===== src/rtl/egress_arbiter.sv =====
// Merges two FIFOs into one egress stream: D0 preferred, D1 granted once D0 has had
// max_streak consecutive grants; popped words come out on a registered two-stage path.
//
// state  | meaning
// IDLE   | both FIFOs empty, nothing popped
// ACTIVE | one pop per cycle while downstream has room
// PAUSE  | downstream almost full, pops held off

module egress_arbiter #(
    parameter int data_width = 6,
    parameter int max_streak = 4
) (
    input  logic                  clk,
    input  logic                  reset,
    input  logic                  D0_empty,
    input  logic                  D1_empty,
    input  logic [data_width-1:0] data_in_D0,
    input  logic [data_width-1:0] data_in_D1,
    input  logic                  out_almost_full,
    output logic                  D0_pop,
    output logic                  D1_pop,
    output logic [data_width-1:0] data_out,
    output logic                  valid_out,
    output logic [1:0]            state_out,
    output logic [4:0]            cnt_D0,
    output logic [4:0]            cnt_D1
);
    localparam int sw = $clog2(max_streak + 1);
    localparam logic [sw-1:0] streak_max = sw'(max_streak);

    typedef enum logic [1:0] {
        IDLE   = 2'b00,
        ACTIVE = 2'b01,
        PAUSE  = 2'b10
    } state_t;

    state_t        state, state_next;
    logic [sw-1:0] streak, streak_next;
    logic          grant_d0, grant_d1, pop_ok;
    logic          pend_valid, pend_d1;

    always_comb begin
        state_next  = state;
        streak_next = streak;
        D0_pop      = 1'b0;
        D1_pop      = 1'b0;
        grant_d0    = !D0_empty && !((streak == streak_max) && !D1_empty);
        grant_d1    = !grant_d0 && !D1_empty;
        pop_ok      = (state == ACTIVE) && !out_almost_full && !reset;

        case (state)
            IDLE:    if (!D0_empty || !D1_empty) state_next = ACTIVE;
            ACTIVE:  if (out_almost_full)        state_next = PAUSE;
                     else if (D0_empty && D1_empty) state_next = IDLE;
            PAUSE:   if (!out_almost_full)       state_next = ACTIVE;
            default: state_next = IDLE;
        endcase

        if (pop_ok) begin
            D0_pop = grant_d0;
            D1_pop = grant_d1;
        end

        // streak only measures how long D1 has been kept waiting
        if (D1_empty || D1_pop)
            streak_next = '0;
        else if (D0_pop && (streak != streak_max))
            streak_next = streak + 1'b1;
    end

    always_ff @(posedge clk) begin
        if (reset) begin
            state      <= IDLE;
            streak     <= '0;
            pend_valid <= 1'b0;
            pend_d1    <= 1'b0;
            valid_out  <= 1'b0;
            data_out   <= '0;
            cnt_D0     <= '0;
            cnt_D1     <= '0;
        end else begin
            state      <= state_next;
            streak     <= streak_next;
            pend_valid <= D0_pop | D1_pop;
            pend_d1    <= D1_pop;
            valid_out  <= pend_valid;
            // FIFO read data is on its port the cycle after the pop
            if (pend_valid) begin
                if (pend_d1) begin
                    data_out <= data_in_D1;
                    cnt_D1   <= cnt_D1 + 5'd1;
                end else begin
                    data_out <= data_in_D0;
                    cnt_D0   <= cnt_D0 + 5'd1;
                end
            end
        end
    end

    assign state_out = state;

endmodule


===== config.mk =====
export PLATFORM = sky130hd
export DESIGN_NAME = egress_arbiter
export DESIGN_NICKNAME = d
export VERILOG_FILES = /design/src/rtl/egress_arbiter.sv
export SDC_FILE = /design/constraint.sdc
export NUM_CORES = 1
export LEC_CHECK = 0
export CORE_ASPECT_RATIO = 0.8
export CORE_MARGIN = 2
export CORE_UTILIZATION = 43
export DETAILED_ROUTE_END_ITERATION = 8
export HOLD_SLACK_MARGIN = 0.1
export PLACE_DENSITY = 0.8
export SYNTH_ARGS = -nofsm -noshare
export SYNTH_HDL_FRONTEND = slang
export SYNTH_SLANG_ARGS = --single-unit

===== constraint.sdc =====
create_clock -name clk -period 2.4 [get_ports clk]
set_input_delay 0.48 -clock clk [delete_from_list [all_inputs] [get_ports clk]]
set_output_delay 0.48 -clock clk [all_outputs]
set_load 0.05 [all_outputs]

==> summary.md, run 1 <==
| Metric | Value |
|---|---|
| Status | finished clean |
| Cell family with most CP delay | simple AND/OR/NAND/NOR gates |
| Ys Warns | 0 |
| DRT iter0 DRCs | 36 |
| Die Ht | 48.7 um |
| Core area | ~2400 um2 |
| Worst Hold Depth | 2 |
| Count of input and output buffers | 37 |
| Initial antenna violation count | 0 |
| Fin nets | about 180 |
| Worst r2r path cells | 3 |
| Worst clock skew | approximately 0.013 ns |
| Top FF cell, synth | dfxtp_1 |
| Hold endpoint | streak[1]$_SDFFE_PP0P_ |
| Crit path arrival time | between 1.5 and 2 ns |
| R2R setup slack | roughly 0.6 ns |
| Vias | roughly 940 |
| Clk buf depth | 2 |
| Cts bufs inserted | 3 |
| Initial Util | 44.7% |
| Asr flop ratio synth | 0% |
| Most common cell in the synthesized netlist | dfxtp_1 |
| Worst path cell trace | clkdlybuf4s50_1 > or4b_4 > nor3_2 > buf_12 |
| GR Util All Layers | between 10% and 20% |
| Period utilization | 97.7% |
| Die area | slightly below 3000 um2 |
| Worst slew margin | between 60% and 70% |
| RSZ-0062 raised after global routing | false |
| Static leakage | 0.560 nW |
| Antenna diodes | 0 |
| Num rows | 16 |
| Kind of critical path | input port to output pin |
| Slowest CP cell | or4b_4 |
| Global placement routability congestion | approximately 0.82 |
| CP required | about 1.9 ns |
| Final Hold Viols | 0 |
| Tightest Pin Transition | approximately 0.53 ns |
| Start of the worst register-to-register path | state_out[1]$_SDFFE_PP0P_ |
| H-tree depth | 1 |
| CTS tree | built |
| Syn Inst Count | 116 |
| Area of the mapped netlist | approximately 1100 um2 |
| Routed vias/inst | 5.21 |
| Residual DRC | 0 |
| Critical path buffer and inverter count | 2 |
| Number of synthesized register bits | 24 |
| Clk_lat worst skew | about 0.32 ns |
| Critical Path Sink Type | output pin |
| Via count of the first global-routing pass | 870 |
| Pwr dens | about 530 nW/um2 |
| Hpwl dp | 1.65 mm |
| First-pass GRT wire length | between 3 and 4 mm |
| Die W | between 50 and 60 um |
| Routed Antenna Nets | 0 |
| CP startpoint kind | input port |
| FF-to-FF End | streak[2]$_SDFFE_PP0P_ |
| Clk slew on worst S/H paths | between 0.1 and 0.15 ns |
| Netlist cell types | 26 |
| Post-synth EDFFs | 0 |
| DR pass1 iterations | 4 |
| Hold crit path type | flip-flop to flip-flop |
| Largest net degree at the start of global routing | 28 |
| Post-layout minimum cycle time | 2.35 ns |
| Mapped Nets | between 100 and 150 |
| Grt ovf | 0 |
| Post-synth top area cell | dfxtp_1 |
| Hold Crit Start | streak[1]$_SDFFE_PP0P_ |
| I/O Pins | 38 |
| Routed len/inst | roughly 12 um |
| Commonest cells post-synth | 24 x dfxtp_1, 16 x nor2_1, 10 x a211oi_1, 7 x mux2i_1 |
| Area Growth Syn to Fin | 44.9% |
| Hold slack | between 0.4 and 0.5 ns |
| WL final | ~2.2 mm |
| Post-synth top area share | 44.8% |
| Mapped Avg Cell Area | 9.25 um2 |
| Root buf cell | clkbuf_4 |
| Register area share after synthesis | between 40% and 50% |
| Critical path's largest stage delay | roughly 0.57 ns |
| Upper clock frequency limit | between 400 and 500 MHz |
| Worst-path fanout max | 5 |
| Setup violations, final | 0 |
| Ranking of synthesized cells by area | dfxtp_1 45%, a211oi_1 7.0%, mux2i_1 6.5% |
| Clk sinks | 24 |
| Max Slew Vio Count | 0 |
| Fraction of layout cells with a size suffix above 1 | 8.50% |
| MaxCap Viol Count | 0 |
| Final Util | 64.7% |
| Peak supply drop | approximately 470 uV |
| Post-CTS Hold Fix Bufs | 0 |
==> per-stage QoR <==
stage	cell area [um2]	setup WS [ns]	setup TNS [ns]	power [mW]	instances
5_1_grt	1560	0.00573	0	0.859	180
3_3_place_gp	1500	-0.0317	-0.0583	0.541	176
4_1_cts	1560	0.0627	0	0.831	180
2_1_floorplan	1080	-0.0486	-0.0971	0.490	116
6_report	1560	0.0548	0	0.824	180
3_5_place_dp	1500	-0.0592	-0.109	0.545	176
==> worst max path at each step <==
stage,startpoint,end,slack [ns],depth (start not counted)
2_1_floorplan,state_out[0]$_SDFFE_PP0P_,D0_pop,-0.05,3
5_1_grt,out_almost_full,D0_pop,0.006,4
3_3_place_gp,out_almost_full,D1_pop,-0.03,4
4_1_cts,out_almost_full,D0_pop,0.06,4
3_5_place_dp,out_almost_full,D0_pop,-0.06,4
6_report,out_almost_full,D0_pop,0.05,4
==> registers in the layout, indices dropped and copies added, names as in the netlist <==
name and cells:
cnt_D1 5, streak 3, state_out 2, cnt_D0 5, pend_d1 1, pend_valid 1
data_out 6, valid_out 1
==> power by group <==
group          switching, mW  internal (mW)
Sequential           0.00890          0.407
Clock                  0.119          0.169
Combinational         0.0634         0.0561
==> worst register-to-register path, cell delays in order, from the launching register on <==
cell	delay, ns
dfxtp_1	0.40
or4b_4	0.60
or4b_1	0.49
a211oi_1	0.23
==> final cells by class <==
class                           count  area (um2)
Multi-Input combinational cell     82         561
Tap cell                           27        33.8
Sequential cell                    24         480
Inverter                            2        7.51
Fill cell                         215         847
Clock inverter                      1        30.0
Timing Repair Buffer               41         420
Clock buffer                        3        22.5
==> repair_timing <==
action,CTS,global route
endpoints found under the setup margin,2,0
buffers inserted,0,0
endpoints found under the hold margin,0,0
resized for setup,1,0
==> logic make-up after synthesis <==
logic type / share of synthesized area, %
AND/OR/NAND/NOR: 21.7
flip-flops: 44.8
AO/OA/AOI/OAI: 9.79
multiplexers: 10.7
buffers and inverters: 4.31
XOR/XNOR: 4.08
adder cells (fa/ha/maj): 4.66
==> layer usage <==
layer	part of all wire [%]	up-vias	global-route usage, %
li1	-	480	-
met1	47	425	22.8
met2	46	28	27.0
met3	5.5	4	4.81
met4	1.4	0	5.56
met5	0	-	0
==> placed cells by master, fill, tap and decap left out, types with 2 or more instances in the layout <==
cell type and n:
clkdlybuf4s50_1 35, dfxtp_1 24, nor2_1 16, a211oi_1 10, mux2i_1 7, nand2_1 6
nor2b_1 6, nand3_1 6, mux2_1 4, ha_1 4, buf_4 4, a21oi_1 3
xor2_1 3, clkbuf_4 3, inv_1 2, nor3_2 2, xnor2_1 2, nor3_1 2
o21ai_1 2, nand4_1 2, buf_12 2
Note: power is estimated with default switching activity, not from simulation.
==> run 2: changes to the inputs <==
==> config.mk (replaced) <==
export PLATFORM = sky130hd
export DESIGN_NAME = egress_arbiter
export DESIGN_NICKNAME = d
export VERILOG_FILES = /design/src/rtl/egress_arbiter.sv
export SDC_FILE = /design/constraint.sdc
export NUM_CORES = 1
export LEC_CHECK = 0
export CELL_PAD_IN_SITES_DETAIL_PLACEMENT = 0
export CELL_PAD_IN_SITES_GLOBAL_PLACEMENT = 1
export CORE_ASPECT_RATIO = 0.8
export CORE_MARGIN = 2
export CORE_UTILIZATION = 32
export DETAILED_ROUTE_END_ITERATION = 8
export PLACE_DENSITY = 0.81
export SYNTH_ARGS = -nofsm -noshare
export SYNTH_HDL_FRONTEND = slang
export SYNTH_SLANG_ARGS = --single-unit
==> run 2 against run 1 <==
Non-clock buffer count unchanged. First-iteration DRC count decreased by 42%. Sequential power about the same. Via count decreased by 0.21%. Design area increased by 0.72%. Combinational power about the same. Largest cell class unchanged.
==> summary.md, run 2 (same netlist as run 1, synthesis figures left out) <==
| Metric | Value |
|---|---|
| Status | finished clean |
| Final cell count without fillers | 192 (+6.7%) |
| Area Growth Syn to Fin | 45.9% |
| Upper clock frequency limit | 425 MHz (-0.31%) |
| Total placed cells including tap cells | 189 (+7.4%) |
| Switching share of power | 24.4% (+1.2 points) |
| Sequential Power Share | 54.7% (+4.2 points) |
| Largest Register | data_out |
| Largest net degree at the start of global routing | 28 (unchanged) |
| Kind of critical path | input port to output pin |
| Clk sinks | 24 (unchanged) |
| FF-to-FF End | streak[2]$_SDFFE_PP0P_ |
| Global placement routability congestion | 0.746 (-9.0%) |
| Start of the worst register-to-register path | state_out[1]$_SDFFE_PP0P_ |
| Die area | 3840 um2 (+32%) |
| Leading cell types in the layout, fill and taps excluded | 35 x clkdlybuf4s50_1, 24 x dfxtp_1, 16 x nor2_1 |
| Vias | 935 (-0.21%) |
| Max reg flops | 6 (unchanged) |
| Via count of the first global-routing pass | 884 (+1.6%) |
| Finished Cell Area | 1570 um2 (+0.72%) |
| Die W | 68.8 um (+15%) |
| Initial antenna violation count | 0 (unchanged) |
| CP startpoint kind | input port |
| Post-CTS Hold Fix Bufs | 0 (unchanged) |
| TNS Setup | 0 ns (unchanged) |
| Num rows | 18 (+2) |
| R2R setup slack | 0.64 ns (+0.04 ns) |
| Pwr dens | 486 nW/um2 (-8.3%) |
| Setup violations, final | 0 (unchanged) |
| Peak supply drop | 337 uV (-29%) |
| Core area | 3150 um2 (+31%) |
| Hold slack | 0.492 ns (-0.00383 ns) |
| H-tree depth | 1 (unchanged) |
| Largest registers | data_out x6, cnt_D0 x5, cnt_D1 x5 |
| Hold crit path type | flip-flop to flip-flop |
| MaxCap Viol Count | 0 (unchanged) |
| Tightest Pin Transition | 0.510 ns (-0.0169 ns) |
| Die Ht | 55.8 um (+15%) |
| Count of input and output buffers | 37 (unchanged) |
| Period utilization | 98.0% (+0.30 points) |
| Final Hold Viols | 0 (unchanged) |
| Comb pwr share | 15.8% (+1.3 points) |
| RSZ-0062 raised after global routing | false |
| Hpwl dp | 1.73 mm (+4.9%) |
| CTS tree | built |
| Hold Crit Start | data_out[1]$_SDFFE_PP0P_ |
| Worst-path fanout max | 5 (unchanged) |
| Grt ovf | 0 (unchanged) |
| GR Util All Layers | 13.0% (-4.3 points) |
| Routed len/inst | 11.8 um (-5.6%) |
| Worst slew margin | 65.9% (+1.6 points) |
| Worst r2r path cells | 3 (unchanged) |
| Worst clock skew | 0.00255 ns (-0.0107 ns) |
| Residual DRC | 0 (unchanged) |
| Initial Util | 34.0% (-11 points) |
| Clock network fraction of total power | 29.5% (-5.4 points) |
| First-pass GRT wire length | 3.80 mm (-0.89%) |
| Fin nets | 175 (unchanged) |
| WL final | 2.26 mm (+0.67%) |
| Routed Antenna Nets | 0 (unchanged) |
| Cts bufs inserted | 3 (unchanged) |
| Root buf cell | clkbuf_8 |
| I/O Pins | 38 (unchanged) |
| Internal power | 0.575 mW (-9.1%) |
| Setup Fix Bufs, Post-CTS | 0 (unchanged) |
| Antenna diodes | 0 (unchanged) |
| Post-CTS sizing | 2 (+1) |
| Area after DPL | 1520 um2 (+1.1%) |
| Clk buf depth | 2 (unchanged) |
| Worst Hold Depth | 2 (unchanged) |
| CP required | 1.92 ns (about the same) |
| Clk_lat worst skew | 0.26 ns (-0.06 ns) |
| Post-layout minimum cycle time | 2.35 ns (+0.00725 ns) |
| Static leakage | 0.556 nW (-0.66%) |
| Hold endpoint | data_out[1]$_SDFFE_PP0P_ |
| Routed vias/inst | 4.87 (-6.5%) |
| Crit path arrival time | 1.87 ns (about the same) |
| Max Slew Vio Count | 0 (unchanged) |
| DR pass1 iterations | 3 (-1) |
| DRT iter0 DRCs | 21 (-42%) |
| Sw Pwr | 0.186 mW (-2.9%) |
| Fraction of layout cells with a size suffix above 1 | 7.89% (-0.60 points) |
| Clk slew on worst S/H paths | 0.08 ns (-0.04 ns) |
| Most common cell after layout, fill and taps aside | clkdlybuf4s50_1 |
| Critical Path Sink Type | output pin |
[run 2: layer usage]
metal | GRT usage [%] | vias up | wire length (um) | part of all wire, %
met5 | 0 | - | 0 | 0
met4 | 3.36 | 0 | 12 | 0.53
met3 | 4.66 | 2 | 131 | 5.8
met2 | 21.8 | 26 | 1120 | 50
met1 | 15.4 | 429 | 992 | 44
li1 | - | 478 | - | -
[run 2: through the flow]
stage,utilization [%],worst slack (ns),power (mW)
final,49.7,0.0476,0.761
after global routing,49.7,0.0107,0.802
after CTS,49.7,0.0482,0.774
after detailed placement,48.1,-0.0658,0.545
after global placement,48.1,-0.0560,0.542
after floorplan,-,-0.0486,0.490
[run 2: worst max-delay path by stage]
| stage | start | to | slack (ns) | cells past startpoint |
|---|---|---|---|---|
| 6_report | out_almost_full | D0_pop | 0.05 | 4 |
| 5_1_grt | out_almost_full | D0_pop | 0.01 | 4 |
| 4_1_cts | out_almost_full | D0_pop | 0.05 | 4 |
| 3_5_place_dp | out_almost_full | D0_pop | -0.07 | 4 |
| 3_3_place_gp | out_almost_full | D1_pop | -0.06 | 4 |
| 2_1_floorplan | state_out[0]$_SDFFE_PP0P_ | D0_pop | -0.05 | 3 |
[run 2: critical path, cell delays in order]
cell             delay, ns
clkdlybuf4s50_1       0.42
or4b_4                0.58
nor3_2                0.21
buf_12                0.17
[run 2: layout make-up]
cell class / instances / area [um2]
Tap cell: 40 / 50.0
Inverter: 2 / 7.51
Fill cell: 306 / 1590
Clock buffer: 3 / 41.3
Timing Repair Buffer: 41 / 420
Sequential cell: 24 / 480
Multi-Input combinational cell: 82 / 567
[run 2: power groups by stage]
stage	registers [mW]	clock network, mW	logic (mW)
after global routing	0.418	0.255	0.129
after detailed placement	0.425	0	0.120
final	0.416	0.225	0.120
after CTS	0.416	0.237	0.122
after floorplan	0.451	0	0.0390
after global placement	0.424	0	0.118
==> patch 1: new RTL, flow settings as in run 2 <==
Make the reset (`reset`) asynchronous in one clocked block.
--- a/src/rtl/egress_arbiter.sv
+++ b/src/rtl/egress_arbiter.sv
@@ -70,3 +70,3 @@
 
-    always_ff @(posedge clk) begin
+    always_ff @(posedge clk or posedge reset) begin
         if (reset) begin
Formal check against the unedited RTL: differs if reset is asserted again (counterexample within 4 cycles, from zero or initial values and one cycle with reset high); with reset held inactive, the same outputs for 10 cycles.
==> patch 1 against run 2 <==
Wire length shrank 3.7%. Global-route usage down 0.52 points. Synthesized area fell by 0.70%. Sequential cell count unchanged. Worst setup slack worse by 0.00064 ns. Final area grew 2.9%. Utilization up 1.8 points. Highest routed layer is now met3.
Power is not compared: it rests on default switching activity, and its combinational part moved more than twofold at a synthesized area within 25%.
==> patch 1: results (changes against run 2) <==
Run status: finished, final reports clean (unchanged). The transition time at the pin with the least slew margin came out at 0.5104 ns (was 0.5105 ns). The length in cells of the worst reg-to-reg path came out at 4 (was 3). The number of instances in the placed design is 171 (was 189). The maximum number of pins on one net before global-route repair was 25 (was 28). The distinct cell type count after synthesis is 25 (was 26). The half-perimeter wire length of the detailed placement result is 1705 microns (was 1733 microns). The share of synthesized area occupied by flip-flops and latches is 0.5634 (was 0.4476). The worst min-delay path class is in -> async (was reg -> reg). Dominant cells by area after synthesis: sky130_fd_sc_hd__dfrtp_1, sky130_fd_sc_hd__mux2i_1, sky130_fd_sc_hd__xnor2_1 (was sky130_fd_sc_hd__dfxtp_1, sky130_fd_sc_hd__a211oi_1, sky130_fd_sc_hd__mux2i_1). The final routed wirelength across all metal layers came out at 2176 microns (was 2260 microns). The final weighted congestion in routability-driven placement came out at 0.7063 (was 0.7456). The cell count after synthesis came out at 94 (was 116). The largest driver fanout on the critical path is 3 (was 5).

The share of synthesized area spent on multiplexers came out at 0.07746 (was 0.1072). The share of post-route cells with drive strength above 1 came out at 0.1185 (was 0.07895). The detailed router's first-iteration violation count was 19 (was 21). The fraction of registers with async set or reset after synthesis is 1.000 (was 0). Commonest cells post-synth: sky130_fd_sc_hd__dfrtp_1, sky130_fd_sc_hd__a21oi_1, sky130_fd_sc_hd__nor2_1 (was sky130_fd_sc_hd__dfxtp_1, sky130_fd_sc_hd__nor2_1, sky130_fd_sc_hd__a211oi_1). The non-filler instance count after layout is 175 (was 192).

The fraction of the mapped netlist area in compound gates is 0.07629 (was 0.09790). The count of TritonRoute iterations in the first routing pass came out at 4 (was 3). The net count after synthesis is 115 (was 137).

The all-layer global routing usage is 0.1246 (was 0.1299). The first-pass GRT wire length came out at 3629 microns (was 3795 microns). The number of global-route vias before repair came out at 804 (was 884). The worst clock skew came out at 0.002857 ns (was 0.002551 ns). The launch point of the worst reg-to-reg path is state_out[1] (unchanged). The net total in the final layout was 157 (was 175).
-- patch 1: changes by cell type in the layout (fill, tap and decap cells not counted), sizes merged, moves of 3 or more --
cell | run 2 | this run
dfrtp | 0 | 24
dfxtp | 24 | 0
a211oi | 10 | 0
nor2 | 16 | 8
a21oi | 3 | 8
nor2b | 6 | 1
nand3 | 6 | 2
xnor2 | 2 | 6
inv | 2 | 5
nor3 | 4 | 1
-- patch 1: critical path: stages --
cell and delay, ns:
sky130_fd_sc_hd__clkdlybuf4s50_1 0.42, sky130_fd_sc_hd__or4b_4 0.53, sky130_fd_sc_hd__nor3b_4 0.27, sky130_fd_sc_hd__buf_12 0.17
-- patch 1: final cells by class --
| class | instances | area [sq um] |
|---|---|---|
| Fill cell | 277 | 1519 |
| Sequential cell | 24 | 600.6 |
| Multi-Input combinational cell | 61 | 447.9 |
| Timing Repair Buffer | 41 | 422.9 |
| Tap cell | 40 | 50.05 |
| Clock buffer | 3 | 41.29 |
| Clock inverter | 1 | 30.03 |
| Inverter | 5 | 18.77 |
-- patch 1: through the flow --
| stage | util | cell area, sq um | hold slack [ns] | power [uW] | setup TNS, ns |
|---|---|---|---|---|---|
| 6_report | 0.5148 | 1612 | 0.2951 | 1795 | 0 |
| 5_1_grt | 0.5148 | 1612 | 0.3214 | 1879 | 0 |
| 4_1_cts | 0.5140 | 1609 | 0.4811 | 1819 | 0 |
| 3_5_place_dp | 0.4900 | 1534 | 0.4647 | 1459 | -0.1600 |
| 3_3_place_gp | 0.4900 | 1534 | 0.4617 | 1439 | -0.09406 |
| 2_1_floorplan | - | 1080 | 0.4172 | 1146 | 0 |
-- patch 1: layer usage --
layer	GRT usage	up-vias	routed length, microns
met1	0.1556	386	963
met2	0.2143	18	1117
met5	0	-	0
met3	0.03644	0	95
met4	0.01714	0	0
li1	-	405	-
==> patch 2: new RTL, config.mk and constraints of run 2 <==
Made on the original files. Change the parameter `max_streak` from 4 to 2.
--- a/src/rtl/egress_arbiter.sv
+++ b/src/rtl/egress_arbiter.sv
@@ -10,3 +10,3 @@
     parameter int data_width = 6,
-    parameter int max_streak = 4
+    parameter int max_streak = 2
 ) (
Check against the original RTL: not equivalent (a bounded check fails within 4 cycles, from zero or initial values and one cycle with reset high).
==> patch 2 against run 2 <==
Worst setup slack better by 0.092 ns. Maximum frequency increased by 4.1%. Final area fell by 5.1%. Total power down 0.74%. Sequential cell count fell by 1. Clock power increased by 6%. Wire length decreased by 8.7%. Utilization decreased by 1.2 points. Critical path type unchanged. Synthesized area fell by 5.6%.
==> patch 2: results (changes against run 2) <==
The via density per instance came out at 4.582 (was 4.870). The share of synthesized area occupied by flip-flops and latches is 0.4543 (was 0.4476). The net total in the final layout came out at 165 (was 175). The highest ir drop seen on vdd is 0.0003256 V (was 0.0003367 V). The number of antenna violations at the first check in global routing is 0 (unchanged). The switching part of the total came out at 0.2543 (was 0.2440).

The largest driver fanout on the critical path came to 4 (was 5). The transition time at the pin with the least slew margin came out at 0.5170 ns (was 0.5105 ns). The worst clock skew came to 0.001587 ns (was 0.002551 ns). The worst min-delay path class is reg -> reg (unchanged). The net count after synthesis is 125 (was 137). The length in cells of the worst reg-to-reg path is 3 (unchanged). The largest stage delay on the critical path came out at 0.45 ns (was 0.58 ns). The Yosys warning count is 0 (unchanged). Dominant cells by area after synthesis: sky130_fd_sc_hd__dfxtp_1, sky130_fd_sc_hd__mux2i_1, sky130_fd_sc_hd__nor2_1 (was sky130_fd_sc_hd__dfxtp_1, sky130_fd_sc_hd__a211oi_1, sky130_fd_sc_hd__mux2i_1).

The distinct cell type count after synthesis came out at 28 (was 26). The TritonCTS buffer count is 3 (unchanged). The reg2reg setup slack was 0.94 ns (was 0.64 ns).

The count of TritonRoute iterations in the first routing pass is 4 (was 3). The number of fillers in the final layout came out at 292 (was 306). The number of remaining DRC errors came out at 0 (unchanged). The endpoint of the worst register-to-register path is cnt_D0[4] (was streak[2]). The count of antenna diodes in the layout is 0 (unchanged).

The detailed router's first-iteration violation count came to 18 (was 21). The CTS root buffer is sky130_fd_sc_hd__clkbuf_8 (unchanged). The cell with the biggest individual delay on the critical path is sky130_fd_sc_hd__clkdlybuf4s50_1 (was sky130_fd_sc_hd__or4b_4). The leakage dissipation is 0.0005253 uW (was 0.0005563 uW). The post-route minimum period came out at 2.261 ns (was 2.352 ns). The final routed wirelength across all metal layers is 2063 microns (was 2260 microns). The first-pass GRT wire length was 3436 microns (was 3795 microns). The number of buffers added to fix hold violations after cts came to 0 (unchanged). The maximum number of pins on one net before global-route repair was 25 (was 28). The share of post-route cells with drive strength above 1 is 0.08333 (was 0.07895).

The total of cells resized after clock tree synthesis was 0 (was 2). The number of global-route vias before repair came out at 753 (was 884). The launch point of the worst reg-to-reg path was pend_d1 (was state_out[1]). The final weighted congestion in routability-driven placement came out at 0.7982 (was 0.7456). Commonest cells post-synth: sky130_fd_sc_hd__dfxtp_1, sky130_fd_sc_hd__nor2_1, sky130_fd_sc_hd__mux2i_1 (was sky130_fd_sc_hd__dfxtp_1, sky130_fd_sc_hd__nor2_1, sky130_fd_sc_hd__a211oi_1). The instance area after placement is 1440 sq um (was 1515 sq um). The worst path arrival time came out at 1.78 ns (was 1.87 ns).

Run status: finished, final reports clean (unchanged). The all-layer global routing usage came out at 0.1285 (was 0.1299). The half-perimeter wire length of the detailed placement result is 1521 microns (was 1733 microns).
[patch 2: final cells by class]
class | count | area (sq um) | area share
inverter | 1 | 3.754 | 0.002525
clock buffer | 3 | 41.29 | 0.02778
multi-input combinational | 76 | 513.0 | 0.3451
clock inverter | 1 | 5.005 | 0.003367
timing repair buffer | 40 | 412.9 | 0.2778
tap | 40 | 50.05 | 0.03367
sequential | 23 | 460.4 | 0.3098
[patch 2: power groups by stage]
stage          clock (uW)  combinational (uW)  sequential [uW]
4_1_cts               247                 119              399
3_3_place_gp            0                 117              407
2_1_floorplan           0                36.7              434
5_1_grt               265                 127              401
3_5_place_dp            0                 119              408
6_report              238                 118              399
[patch 2: tightest hold or removal path: cells and delay by family, from the launching register on]
family	cells	cell delay [ns]
flip-flops	1	0.32
AO/OA/AOI/OAI	1	0.05
AND/OR/NAND/NOR	1	0.08
[patch 2: worst min path at each step]
stage | startpoint | to | cells past startpoint
after floorplan | streak[1] | streak[1] | 2
after detailed placement | data_out[2] | data_out[2] | 2
after global routing | data_out[2] | data_out[2] | 2
after global placement | cnt_D1[4] | cnt_D1[4] | 2
final | data_out[2] | data_out[2] | 2
after CTS | cnt_D1[4] | cnt_D1[4] | 2
[patch 2: metal layers]
metal  vias to the layer above  share of wire  global-route usage
li1                        444              -                   -
met1                       370           0.52              0.1729
met2                        29           0.40              0.1883
met3                         0          0.080             0.05761
met4                         0              0             0.03061
met5                         -              0                   0
[patch 2: through the flow]
step	power, uW	hold WS (ns)	instances	utilization
after detailed placement	526.8	0.4803	180	0.4702
after global placement	524.6	0.4691	180	0.4702
after global routing	792.4	0.5304	184	0.4853
final	755.0	0.4942	184	0.4853
after floorplan	470.7	0.4970	105	-
after CTS	765.7	0.4957	184	0.4853
[patch 2: cell families (layout without fill, tap and decap cells)]
logic type	count (synthesis)	in the layout	synth area share
xor+xnor	5	5	0.04322
compound gates	14	14	0.08888
mux	11	11	0.1111
flops	23	23	0.4543
fa+ha+maj	3	3	0.03704
simple gates	43	43	0.2259
buf+inv	6	45	0.03950
